==> config.mk <==
export PLATFORM = sky130hd
export DESIGN_NAME = muldiv_unit_flat
export DESIGN_NICKNAME = d
export VERILOG_FILES = /design/src/rtl/muldiv_pkg.sv /design/src/rtl/muldiv_if.sv /design/src/rtl/muldiv_abs.sv /design/src/rtl/muldiv_unit.sv /design/src/flat_wrapper.sv
export SDC_FILE = /design/constraint.sdc
export NUM_CORES = 1
export LEC_CHECK = 0
export CAP_MARGIN = 5
export CORE_MARGIN = 2
export CORE_UTILIZATION = 54
export DETAILED_ROUTE_END_ITERATION = 16
export MAX_ROUTING_LAYER = met4
export PLACE_DENSITY = 0.77
export SLEW_MARGIN = 25
export SYNTH_ARGS = -nofsm -noshare
export SYNTH_HDL_FRONTEND = slang
export SYNTH_SLANG_ARGS = --single-unit
==> constraint.sdc <==
create_clock -name clk -period 5.1 [get_ports clk]
set_clock_uncertainty 0.15 [all_clocks]
set_input_delay 0.51 -clock clk [delete_from_list [all_inputs] [get_ports clk]]
set_output_delay 0.51 -clock clk [all_outputs]
set_load 0.03 [all_outputs]
==> src/rtl/muldiv_pkg.sv <==
// Shared definitions for the iterative multiply/divide unit.
// Holds the op encodings, the controller state enum, the default operand
// width and the divide-by-zero LO value.
// Optional build macro used by the unit: MULDIV_EARLY_OUT_EN.
package muldiv_pkg;

  localparam int DEF_WIDTH = 32;

  localparam logic [1:0] OP_MULT  = 2'b00;
  localparam logic [1:0] OP_MULTU = 2'b01;
  localparam logic [1:0] OP_DIV   = 2'b10;
  localparam logic [1:0] OP_DIVU  = 2'b11;

  typedef enum logic [1:0] {
    IDLE = 2'd0,
    CALC = 2'd1,
    FIX  = 2'd2
  } state_e;

  // LO result of a divide by zero: all ones.
  localparam logic [DEF_WIDTH-1:0] DIV0_LO = '1;

  // Signed ops (mult, div) work on magnitudes and fix the sign afterwards.
  function automatic logic op_is_signed(input logic [1:0] op);
    return (op == OP_MULT) || (op == OP_DIV);
  endfunction

endpackage

==> src/rtl/muldiv_if.sv <==
// Bus between the execute-stage control and the multiply/divide unit.
// master: pipeline side (drives start/op/operands and mthi/mtlo strobes).
// slave : muldiv_unit (drives busy, done and the HI/LO registers).
interface muldiv_if #(
  parameter int WIDTH = muldiv_pkg::DEF_WIDTH
);
  logic             start;
  logic [1:0]       op;
  logic [WIDTH-1:0] a;
  logic [WIDTH-1:0] b;
  logic             hi_we;
  logic             lo_we;
  logic [WIDTH-1:0] wdata;
  logic             busy;
  logic             done;
  logic [WIDTH-1:0] hi;
  logic [WIDTH-1:0] lo;

  modport master (
    output start, op, a, b, hi_we, lo_we, wdata,
    input  busy, done, hi, lo
  );

  modport slave (
    input  start, op, a, b, hi_we, lo_we, wdata,
    output busy, done, hi, lo
  );
endinterface

==> src/rtl/muldiv_abs.sv <==
// Combinational conditional two's-complement negate.
// Used both to take operand magnitudes and to restore result signs.
// Ports:
//   i_val  value to process
//   i_neg  1 = output -i_val, 0 = pass i_val through
//   o_val  result
module muldiv_abs #(
  parameter int N = 32
) (
  input  logic [N-1:0] i_val,
  input  logic         i_neg,
  output logic [N-1:0] o_val
);
  assign o_val = i_neg ? (~i_val + {{(N-1){1'b0}}, 1'b1}) : i_val;
endmodule

==> src/rtl/muldiv_unit.sv <==
// Iterative multiply/divide unit owning the HI/LO registers.
// Radix-2 shift-add multiply and restoring divide over WIDTH CALC cycles,
// followed by one FIX cycle for sign correction and the HI/LO write.
// Ports:
//   clk     rising-edge clock
//   rst_n   synchronous active-low reset
//   bus     muldiv_if slave: start/op/a/b, hi_we/lo_we/wdata in;
//           busy, done, hi, lo out (all registered)
// Build macro MULDIV_EARLY_OUT_EN: multiply leaves CALC once the remaining
// multiplier bits are zero; FIX then realigns the accumulator.
module muldiv_unit
  import muldiv_pkg::*;
#(
  parameter int WIDTH = DEF_WIDTH
) (
  input  logic    clk,
  input  logic    rst_n,
  muldiv_if.slave bus
);
  localparam int              CW        = $clog2(WIDTH) + 1;
  localparam logic [CW-1:0]   LAST_STEP = CW'(WIDTH - 1);
  localparam logic [WIDTH-1:0] L_DIV0_LO = {WIDTH{DIV0_LO[0]}};

  state_e             r_state;
  state_e             w_next;
  logic [1:0]         r_op;
  logic               r_neg_a;
  logic               r_neg_b;
  // multiplicand (multiply) or divisor (divide) magnitude
  logic [WIDTH-1:0]   r_opnd;
  // multiply: {partial product, remaining multiplier}; divide: {remainder, quotient}
  logic [2*WIDTH-1:0] r_acc;
  logic [CW-1:0]      r_cnt;
  logic [WIDTH-1:0]   r_hi;
  logic [WIDTH-1:0]   r_lo;
  logic               r_busy;
  logic               r_done;

  logic               w_start;
  logic               w_neg_a_in;
  logic               w_neg_b_in;
  logic [WIDTH-1:0]   w_abs_a;
  logic [WIDTH-1:0]   w_abs_b;
  logic [WIDTH:0]     w_mul_sum;
  logic [WIDTH:0]     w_div_shift;
  logic [WIDTH:0]     w_div_diff;
  logic [2*WIDTH-1:0] w_mul_next;
  logic [2*WIDTH-1:0] w_div_next;
  logic [2*WIDTH-1:0] w_step;
  logic [2*WIDTH-1:0] w_prod;
  logic [2*WIDTH-1:0] w_prod_fix;
  logic [WIDTH-1:0]   w_quo_fix;
  logic [WIDTH-1:0]   w_rem_fix;
  logic               w_neg_prod;
  logic               w_neg_quo;
  logic               w_neg_rem;
  logic               w_div0;
  logic               w_early;
  logic [WIDTH-1:0]   w_res_hi;
  logic [WIDTH-1:0]   w_res_lo;

  assign w_start    = (r_state == IDLE) && bus.start;
  assign w_neg_a_in = op_is_signed(bus.op) && bus.a[WIDTH-1];
  assign w_neg_b_in = op_is_signed(bus.op) && bus.b[WIDTH-1];

  muldiv_abs #(.N(WIDTH)) u_abs_a (.i_val(bus.a), .i_neg(w_neg_a_in), .o_val(w_abs_a));
  muldiv_abs #(.N(WIDTH)) u_abs_b (.i_val(bus.b), .i_neg(w_neg_b_in), .o_val(w_abs_b));

  // Multiply step: conditionally add the multiplicand into the top half,
  // then shift the whole accumulator right by one.
  assign w_mul_sum  = {1'b0, r_acc[2*WIDTH-1:WIDTH]} + (r_acc[0] ? {1'b0, r_opnd} : '0);
  assign w_mul_next = {w_mul_sum, r_acc[WIDTH-1:1]};

  // Divide step: shift the next dividend bit into the remainder and keep
  // the difference only when it does not go negative.
  assign w_div_shift = r_acc[2*WIDTH-1:WIDTH-1];
  assign w_div_diff  = w_div_shift - {1'b0, r_opnd};
  assign w_div_next  = w_div_diff[WIDTH]
                     ? {w_div_shift[WIDTH-1:0], r_acc[WIDTH-2:0], 1'b0}
                     : {w_div_diff[WIDTH-1:0],  r_acc[WIDTH-2:0], 1'b1};
  assign w_step      = r_op[1] ? w_div_next : w_mul_next;

`ifdef MULDIV_EARLY_OUT_EN
  logic [WIDTH-1:0] r_mplier;
  logic [CW-1:0]    w_shamt;

  // Shadow of the unconsumed multiplier bits, used only for the exit test.
  always_ff @(posedge clk) begin
    if (!rst_n) begin
      r_mplier <= '0;
    end else if (w_start) begin
      r_mplier <= w_abs_b;
    end else if (r_state == CALC) begin
      r_mplier <= r_mplier >> 1;
    end else begin
      r_mplier <= r_mplier;
    end
  end

  // After k steps the partial product sits WIDTH-k bits too high.
  assign w_early = !r_op[1] && (r_mplier[WIDTH-1:1] == '0);
  assign w_shamt = CW'(WIDTH) - r_cnt;
  assign w_prod  = r_acc >> w_shamt;
`else
  assign w_early = 1'b0;
  assign w_prod  = r_acc;
`endif

  // Sign flags are already zero for unsigned ops.
  assign w_neg_prod = !r_op[1] && (r_neg_a ^ r_neg_b);
  assign w_neg_quo  = r_op[1] && (r_neg_a ^ r_neg_b);
  assign w_neg_rem  = r_op[1] && r_neg_a;
  assign w_div0     = r_op[1] && (r_opnd == '0);

  muldiv_abs #(.N(2*WIDTH)) u_fix_prod (.i_val(w_prod), .i_neg(w_neg_prod), .o_val(w_prod_fix));
  muldiv_abs #(.N(WIDTH)) u_fix_quo (.i_val(r_acc[WIDTH-1:0]), .i_neg(w_neg_quo), .o_val(w_quo_fix));
  muldiv_abs #(.N(WIDTH)) u_fix_rem (.i_val(r_acc[2*WIDTH-1:WIDTH]), .i_neg(w_neg_rem), .o_val(w_rem_fix));

  // A zero divisor leaves remainder = |a|, which the remainder sign fix
  // turns back into a; only LO needs forcing.
  assign w_res_hi = r_op[1] ? w_rem_fix : w_prod_fix[2*WIDTH-1:WIDTH];
  assign w_res_lo = r_op[1] ? (w_div0 ? L_DIV0_LO : w_quo_fix) : w_prod_fix[WIDTH-1:0];

  // Controller state register.
  always_ff @(posedge clk) begin
    if (!rst_n) begin
      r_state <= IDLE;
    end else begin
      r_state <= w_next;
    end
  end

  // Controller next-state logic.
  always_comb begin
    w_next = r_state;
    case (r_state)
      IDLE: begin
        if (w_start) begin
          w_next = CALC;
        end else begin
          w_next = IDLE;
        end
      end
      CALC: begin
        if ((r_cnt == LAST_STEP) || w_early) begin
          w_next = FIX;
        end else begin
          w_next = CALC;
        end
      end
      FIX:     w_next = IDLE;
      default: w_next = IDLE;
    endcase
  end

  // Datapath, HI/LO registers and registered status outputs.
  always_ff @(posedge clk) begin
    if (!rst_n) begin
      r_op    <= 2'b00;
      r_neg_a <= 1'b0;
      r_neg_b <= 1'b0;
      r_opnd  <= '0;
      r_acc   <= '0;
      r_cnt   <= '0;
      r_hi    <= '0;
      r_lo    <= '0;
      r_busy  <= 1'b0;
      r_done  <= 1'b0;
    end else begin
      r_busy <= (w_next != IDLE);
      r_done <= (r_state == FIX);
      case (r_state)
        IDLE: begin
          if (bus.hi_we) r_hi <= bus.wdata;
          if (bus.lo_we) r_lo <= bus.wdata;
          if (w_start) begin
            r_op    <= bus.op;
            r_neg_a <= w_neg_a_in;
            r_neg_b <= w_neg_b_in;
            r_cnt   <= '0;
            if (bus.op[1]) begin
              r_opnd <= w_abs_b;
              r_acc  <= {{WIDTH{1'b0}}, w_abs_a};
            end else begin
              r_opnd <= w_abs_a;
              r_acc  <= {{WIDTH{1'b0}}, w_abs_b};
            end
          end
        end
        CALC: begin
          r_acc <= w_step;
          r_cnt <= r_cnt + CW'(1);
        end
        FIX: begin
          r_hi <= w_res_hi;
          r_lo <= w_res_lo;
        end
        default: ;
      endcase
    end
  end

  assign bus.busy = r_busy;
  assign bus.done = r_done;
  assign bus.hi   = r_hi;
  assign bus.lo   = r_lo;

endmodule

==> src/flat_wrapper.sv <==
// flat-port wrapper written by rule: the top's interface ports become plain ports
module muldiv_unit_flat import muldiv_pkg::*;
#(
  parameter int WIDTH = DEF_WIDTH
)
  (clk, rst_n, bus_start, bus_op, bus_a, bus_b, bus_hi_we, bus_lo_we, bus_wdata, bus_busy, bus_done, bus_hi, bus_lo);
  muldiv_if #(.WIDTH(WIDTH)) bus_i ();
  input  logic clk;
  input  logic rst_n;
  input wire logic [$bits(bus_i.start)-1:0] bus_start;
  input wire logic [$bits(bus_i.op)-1:0] bus_op;
  input wire logic [$bits(bus_i.a)-1:0] bus_a;
  input wire logic [$bits(bus_i.b)-1:0] bus_b;
  input wire logic [$bits(bus_i.hi_we)-1:0] bus_hi_we;
  input wire logic [$bits(bus_i.lo_we)-1:0] bus_lo_we;
  input wire logic [$bits(bus_i.wdata)-1:0] bus_wdata;
  output wire logic [$bits(bus_i.busy)-1:0] bus_busy;
  output wire logic [$bits(bus_i.done)-1:0] bus_done;
  output wire logic [$bits(bus_i.hi)-1:0] bus_hi;
  output wire logic [$bits(bus_i.lo)-1:0] bus_lo;
  assign bus_i.start = bus_start;
  assign bus_i.op = bus_op;
  assign bus_i.a = bus_a;
  assign bus_i.b = bus_b;
  assign bus_i.hi_we = bus_hi_we;
  assign bus_i.lo_we = bus_lo_we;
  assign bus_i.wdata = bus_wdata;
  assign bus_busy = bus_i.busy;
  assign bus_done = bus_i.done;
  assign bus_hi = bus_i.hi;
  assign bus_lo = bus_i.lo;
  muldiv_unit #(.WIDTH(WIDTH)) u_core (.clk(clk), .rst_n(rst_n), .bus(bus_i));
endmodule
==> results.json, run 1 <==
{
  "initial_core_util_pct": 54.7,
  "clk_pin_slew_ns": 0.08,
  "cts_htree_levels": 4,
  "cts_root_buf": "clkbuf_16",
  "path_buf_inv": 2,
  "cp_data_arrival_time_ns": 4.31,
  "cts_buffers": 17,
  "hold_start": "u_core.bus.hi[8]",
  "synth-seq-cells": 173,
  "ios": 169,
  "firstDrtPassIters": 5,
  "slew_headroom_pct": 27.3,
  "dieArea_sq_mm": 0.0285,
  "core_sq_mm": 0.0268,
  "cap_violations": 0,
  "rsz0062_at_grt": "no",
  "antennaDiodeCount": 0,
  "grt_usage_pct": 37.2,
  "fillers": 2447,
  "synth_cell_type_count": 77,
  "synth_nets": 2169,
  "layout_common_cells": "nand2_1 (218), a21oi_1 (187), nor2_1 (181)",
  "fin_tns_setup_ns": 0,
  "place_congestion": 0.986,
  "nets": 2246,
  "endpoint_kind": "flip-flop",
  "dp_hpwl_mm": 41.2,
  "mostFrequentLayoutCell": "nand2_1",
  "ys_warn_count": 0,
  "synth_top_area_share_pct": 23.6,
  "synth.area.top_cells": "dfxtp_1 (24%), a21oi_1 (6.4%), ha_1 (5.9%)",
  "crit_chain": "inv_1 > ha_1 > fa_1 > nand2b_1 > a211o_1 > a211o_1 > a311o_1 > a31o_1 > a211oi_4 > buf_4 > nor2b_1 > a2111o_1 > o2111a_1",
  "die_x_um": 169,
  "overflow": 0,
  "cts_tree": "yes",
  "rr_endpoint": "u_core.r_acc[58]",
  "grt_max_degree": 85,
  "critPathTopFamily": "compound AO/OA/AOI/OAI gates",
  "r2r_start": "u_core.r_acc[31]",
  "fp-row-count": 60,
  "slowest_delay_ns": 0.45,
  "finalMaxSlewViolations": 0,
  "antenna_found_initial": 0,
  "max_freq_mhz": 242,
  "setup_violations": 0,
  "dieHeight_um": 169,
  "syn_to_final_growth_pct": 16.4,
  "p_leak_nw": 6.73,
  "place_area_sq_mm": 0.0164,
  "post_drt_wl_per_cell_um": 21.9,
  "hold_depth": 2,
  "status": "completed",
  "worstSetupPathType": "flip-flop to flip-flop",
  "detail-route-antenna-nets": 0,
  "dr_total_vias": 15600,
  "path_common_cell": "a211o_1",
  "power.density_mw_per_mm2": 266,
  "rr_worst_depth": 13,
  "ys.flop_type": "dfxtp_1",
  "synth-edff-count": 0,
  "clk_latency_ns": 0.45,
  "reg2reg_setup_slack_ns": 0.97,
  "yosys.area.top_type": "dfxtp_1",
  "cts_sinks": 173,
  "grt_first_pass_wirelength_mm": 80.9,
  "syn-instance-count": 1995,
  "crit_required_ns": 5.29,
  "fin_area_sq_mm": 0.0171,
  "postCtsSetupBuffers": 0,
  "tightest_slew_ns": 1.09,
  "post_drt_via_cell_ratio": 6.44,
  "holdPathEnd": "u_core.bus.hi[8]",
  "drc_errors": 0,
  "start_kind": "flip-flop",
  "cts-resized-gates": 0,
  "hold_violations": 0,
  "crit_slowest_cell": "buf_4",
  "vdd_drop_max_uv": 242,
  "syn_avg_cell_area_sq_um": 7.35,
  "ys_async_sr_fraction_pct": 0,
  "drtIter0Drc": 1819,
  "hold_buffers": 0,
  "period_minus_slack_ns": 4.13,
  "cp_max_fo": 33,
  "wirelength_mm": 53.2,
  "min_period_over_period_pct": 80.9,
  "synth_area_sq_mm": 0.0147,
  "hold_class": "flip-flop to flip-flop",
  "port_buffers": 168,
  "cts_buffer_depth": 2,
  "seq_area_frac_synth_pct": 23.6,
  "grt_pass1_vias": 14300,
  "drive_above_1_share_pct": 4.80
}
tightest hold or removal path: cells and delay by family (launching register included):
family             cells  cell delay, ns
AOI/OAI and AO/OA      1            0.05
DFF                    1            0.33
and+or+nand+nor        1            0.05
through the flow:
| stage | cells | setup slack [ns] | total power [mW] | utilization (%) | hold WS, ns |
|---|---|---|---|---|---|
| after floorplan | 1995 | 1.50 | 2.61 | - | 0.290 |
| after global placement | 2394 | 1.09 | 3.12 | 61.4 | 0.284 |
| after detailed placement | 2394 | 1.02 | 3.14 | 61.4 | 0.299 |
| after CTS | 2426 | 0.998 | 4.49 | 63.7 | 0.312 |
| after global routing | 2426 | 0.685 | 4.71 | 63.7 | 0.335 |
| final | 2426 | 0.973 | 4.53 | 63.7 | 0.313 |
cells in the mapped netlist, types with 7 or more instances:
library cell and instances:
nand2_1 219, a21oi_1 187, nor2_1 181, dfxtp_1 173, o21ai_0 144, clkbuf_1 119, xnor2_1 90, xor2_1 84
ha_1 69, inv_1 62, mux2i_1 49, o221ai_1 47, a21boi_0 45, nand3_1 42, nor3_1 40, o211ai_1 39
a21o_1 28, and3_1 25, a31oi_1 23, nor2b_1 23, and2_1 21, nor4_1 21, o31ai_1 19, a211oi_1 17
nand4_1 15, a22oi_1 14, nand2b_1 14, or3_1 12, buf_1 11, mux2_2 11, o21a_1 11, or2_2 11
o21bai_1 9, o41ai_1 9, or4_1 9, a211o_1 8, a22o_1 7
cells by family after synthesis:
family,after synthesis,synth area share (%)
AO/OA/AOI/OAI,663,29.4
adder cells (fa/ha/maj),71,6.16
AND/OR/NAND/NOR,655,21.0
multiplexers,60,4.19
flip-flops,173,23.6
XOR/XNOR,174,10.4
buffers and inverters,199,5.23
how the worst max path moves through the flow:
stage,startpoint,end,depth (start not counted)
final,u_core.r_acc[31],u_core.r_acc[58],13
after global routing,u_core.r_acc[0],u_core.r_acc[63],14
after CTS,u_core.r_acc[31],u_core.r_acc[58],13
after detailed placement,u_core.r_acc[31],u_core.r_acc[58],13
after global placement,u_core.r_acc[31],u_core.r_acc[58],13
after floorplan,u_core.r_acc[31],u_core.r_acc[60],13
sequential cells by signal (all words and copies together), names as in the netlist:
signal / count
u_core.r_acc: 64
u_core.bus.hi: 32
u_core.bus.lo: 32
u_core.r_opnd: 32
u_core.r_cnt: 6
u_core.r_state: 2
u_core.bus.busy: 1
u_core.bus.done: 1
u_core.r_neg_a: 1
u_core.r_neg_b: 1
u_core.r_op: 1
report_power, final:
part / leakage (nW) / internal, mW / switching (mW)
Clock: 0.290 / 0.670 / 0.704
Sequential: 1.42 / 1.44 / 0.127
Combinational: 5.02 / 0.626 / 0.959
final cells by class:
cell class	count	area, sq um	area share, %
clock buffers	17	425	2.49
clock inverters	15	189	1.11
inverters	62	233	1.36
multi-input cells	1623	10400	61.2
flip-flops and latches	173	3460	20.3
well taps	341	427	2.50
repair buffers	195	1880	11.0
per-layer routing:
metal	wire, um	global-route usage (%)	part of all wire (%)	vias up
li1	-	-	-	7382
met1	22100	47.1	42	7375
met2	24400	60.0	46	765
met3	4580	5.56	8.6	108
met4	2070	14.3	3.9	0
met5	0	-	0	-
Note: power is estimated with default switching activity, not from simulation.
==> run 2: changes to the inputs <==
Settings changed: CORE_UTILIZATION 54 to 52, PLACE_DENSITY 0.77 to 0.78.
Clock period 5.1 ns to 3.4 ns, I/O delays scaled along.
==> results.json, run 2 (synthesis gave the netlist of run 1 again) <==
{
  "fin_area_sq_mm": 0.0186,
  "grt_max_degree": 85,
  "worstSetupPathType": "flip-flop to flip-flop",
  "dieArea_sq_mm": 0.0296,
  "hold_class": "input pin to flip-flop",
  "rr_worst_depth": 13,
  "clk_latency_ns": 0.45,
  "hold_depth": 2,
  "largest_register_ffs": 64,
  "detail-route-antenna-nets": 0,
  "hold_violations": 0,
  "cts_htree_levels": 4,
  "power.density_mw_per_mm2": 373,
  "dr_total_vias": 16500,
  "dieHeight_um": 172,
  "firstDrtPassIters": 5,
  "grt_first_pass_wirelength_mm": 82.2,
  "rr_endpoint": "u_core.r_acc[45]",
  "initial_core_util_pct": 52.8,
  "place_area_sq_mm": 0.0178,
  "dp_hpwl_mm": 42.4,
  "cp_max_fo": 7,
  "vdd_drop_max_uv": 333,
  "cts_root_buf": "clkbuf_16",
  "holdPathEnd": "u_core.bus.hi[12]",
  "tightest_slew_ns": 0.962,
  "mostFrequentLayoutCell": "nand2_1",
  "slowest_delay_ns": 0.34,
  "crit_chain": "buf_6 > ha_4 > fa_2 > nand2b_4 > a211o_1 > a211o_1 > a311o_1 > a31o_1 > a211oi_4 > buf_6 > mux2i_1 > nor2_1 > a221o_1",
  "nets": 2434,
  "place_congestion": 1.02,
  "p_leak_nw": 7.70,
  "clk_pin_slew_ns": 0.08,
  "post_drt_wl_per_cell_um": 20.4,
  "reg2reg_setup_slack_ns": -0.12,
  "cp_data_arrival_time_ns": 3.71,
  "drtIter0Drc": 1804,
  "grt_pass1_vias": 15000,
  "fp-row-count": 61,
  "fin_tns_setup_ns": -1.41,
  "place_ws_ns": -0.228,
  "ios": 169,
  "grt_usage_pct": 36.8,
  "p_total_mw": 6.94,
  "port_buffers": 168,
  "max_freq_mhz": 284,
  "layout_common_cells": "nand2_1 (218), buf_4 (206), a21oi_1 (185)",
  "hold_start": "rst_n",
  "r2r_start": "u_core.r_opnd[0]",
  "crit_required_ns": 3.58,
  "fillers": 2451,
  "crit_slowest_cell": "fa_2",
  "slew_headroom_pct": 35.8,
  "wirelength_mm": 54.0,
  "cap_violations": 0,
  "status": "complete, but fails checks",
  "drive_above_1_share_pct": 13.5,
  "period_minus_slack_ns": 3.52,
  "core_sq_mm": 0.0278,
  "die_x_um": 172,
  "rsz0062_at_grt": "yes",
  "largest-register": "u_core.r_acc",
  "start_kind": "flip-flop",
  "antennaDiodeCount": 0,
  "violations": "negative setup slack",
  "cts_sinks": 173,
  "antenna_found_initial": 0,
  "finalMaxSlewViolations": 0,
  "setup_violations": 24,
  "drc_errors": 0,
  "endpoint_kind": "flip-flop",
  "cts_tree": "yes",
  "cts_buffer_depth": 2,
  "cts_buffers": 17,
  "post-route-util_pct": 67.0,
  "fin_ws_ns": -0.124,
  "post_drt_via_cell_ratio": 6.21,
  "syn_to_final_growth_pct": 27.1,
  "min_period_over_period_pct": 104,
  "overflow": 0
}
## run 2: per-layer routing
layer | GRT usage (%) | share of wire, % | wire (um) | vias to the layer above
met5 | - | 0 | 0 | -
met4 | 14.3 | 4.0 | 2170 | 0
met3 | 5.06 | 8.2 | 4430 | 141
met2 | 58.2 | 46 | 25000 | 766
met1 | 47.8 | 42 | 22500 | 7798
li1 | - | - | - | 7763
## run 2: power by group
| part | internal, mW | switching (mW) | total [mW] |
|---|---|---|---|
| clock | 0.968 | 0.924 | 1.89 |
| combinational | 1.19 | 1.54 | 2.73 |
| sequential | 2.17 | 0.146 | 2.31 |
## run 2: final cells by class
type,count,area [sq um],area share [%]
clock inverters,13,105,0.564
inverters,62,233,1.25
flip-flops and latches,173,3470,18.6
multi-input cells,1623,10600,56.7
clock buffers,18,439,2.36
well taps,378,473,2.54
repair buffers,383,3340,17.9
## run 2: worst max-delay path, delay by kind of cell (launching register included)
| kind | cells | cell delay, ns |
|---|---|---|
| DFF | 1 | 0.33 |
| buffers and inverters | 2 | 0.30 |
| muxes | 1 | 0.21 |
| adders and majority gates | 2 | 0.49 |
| and+or+nand+nor | 2 | 0.23 |
| AOI/OAI and AO/OA | 6 | 1.69 |
## run 2: metrics by stage
stage               cells  hold slack [ns]
floorplan            1995            0.290
finish               2650           0.0955
CTS                  2643           0.0989
global placement     2605            0.286
global route         2650            0.101
detailed placement   2605            0.295
## run 2: worst max path at each step
stage | startpoint | to | slack (ns) | depth (start not counted)
2_1_floorplan | u_core.r_acc[31] | u_core.r_acc[45] | 0.003 | 13
4_1_cts | u_core.r_opnd[0] | u_core.r_acc[58] | -0.12 | 13
3_3_place_gp | u_core.r_acc[0] | u_core.r_acc[59] | -0.19 | 14
5_1_grt | u_core.r_opnd[0] | u_core.r_acc[45] | -0.22 | 13
3_5_place_dp | u_core.r_opnd[0] | u_core.r_acc[45] | -0.23 | 13
6_report | u_core.r_opnd[0] | u_core.r_acc[45] | -0.12 | 13
## run 2: what timing repair did
item	in CTS	in global routing
resized for setup	15	22
endpoints found under the setup margin	31	44
setup buffers	7	7
hold buffers	0	0
pin swaps	4	6
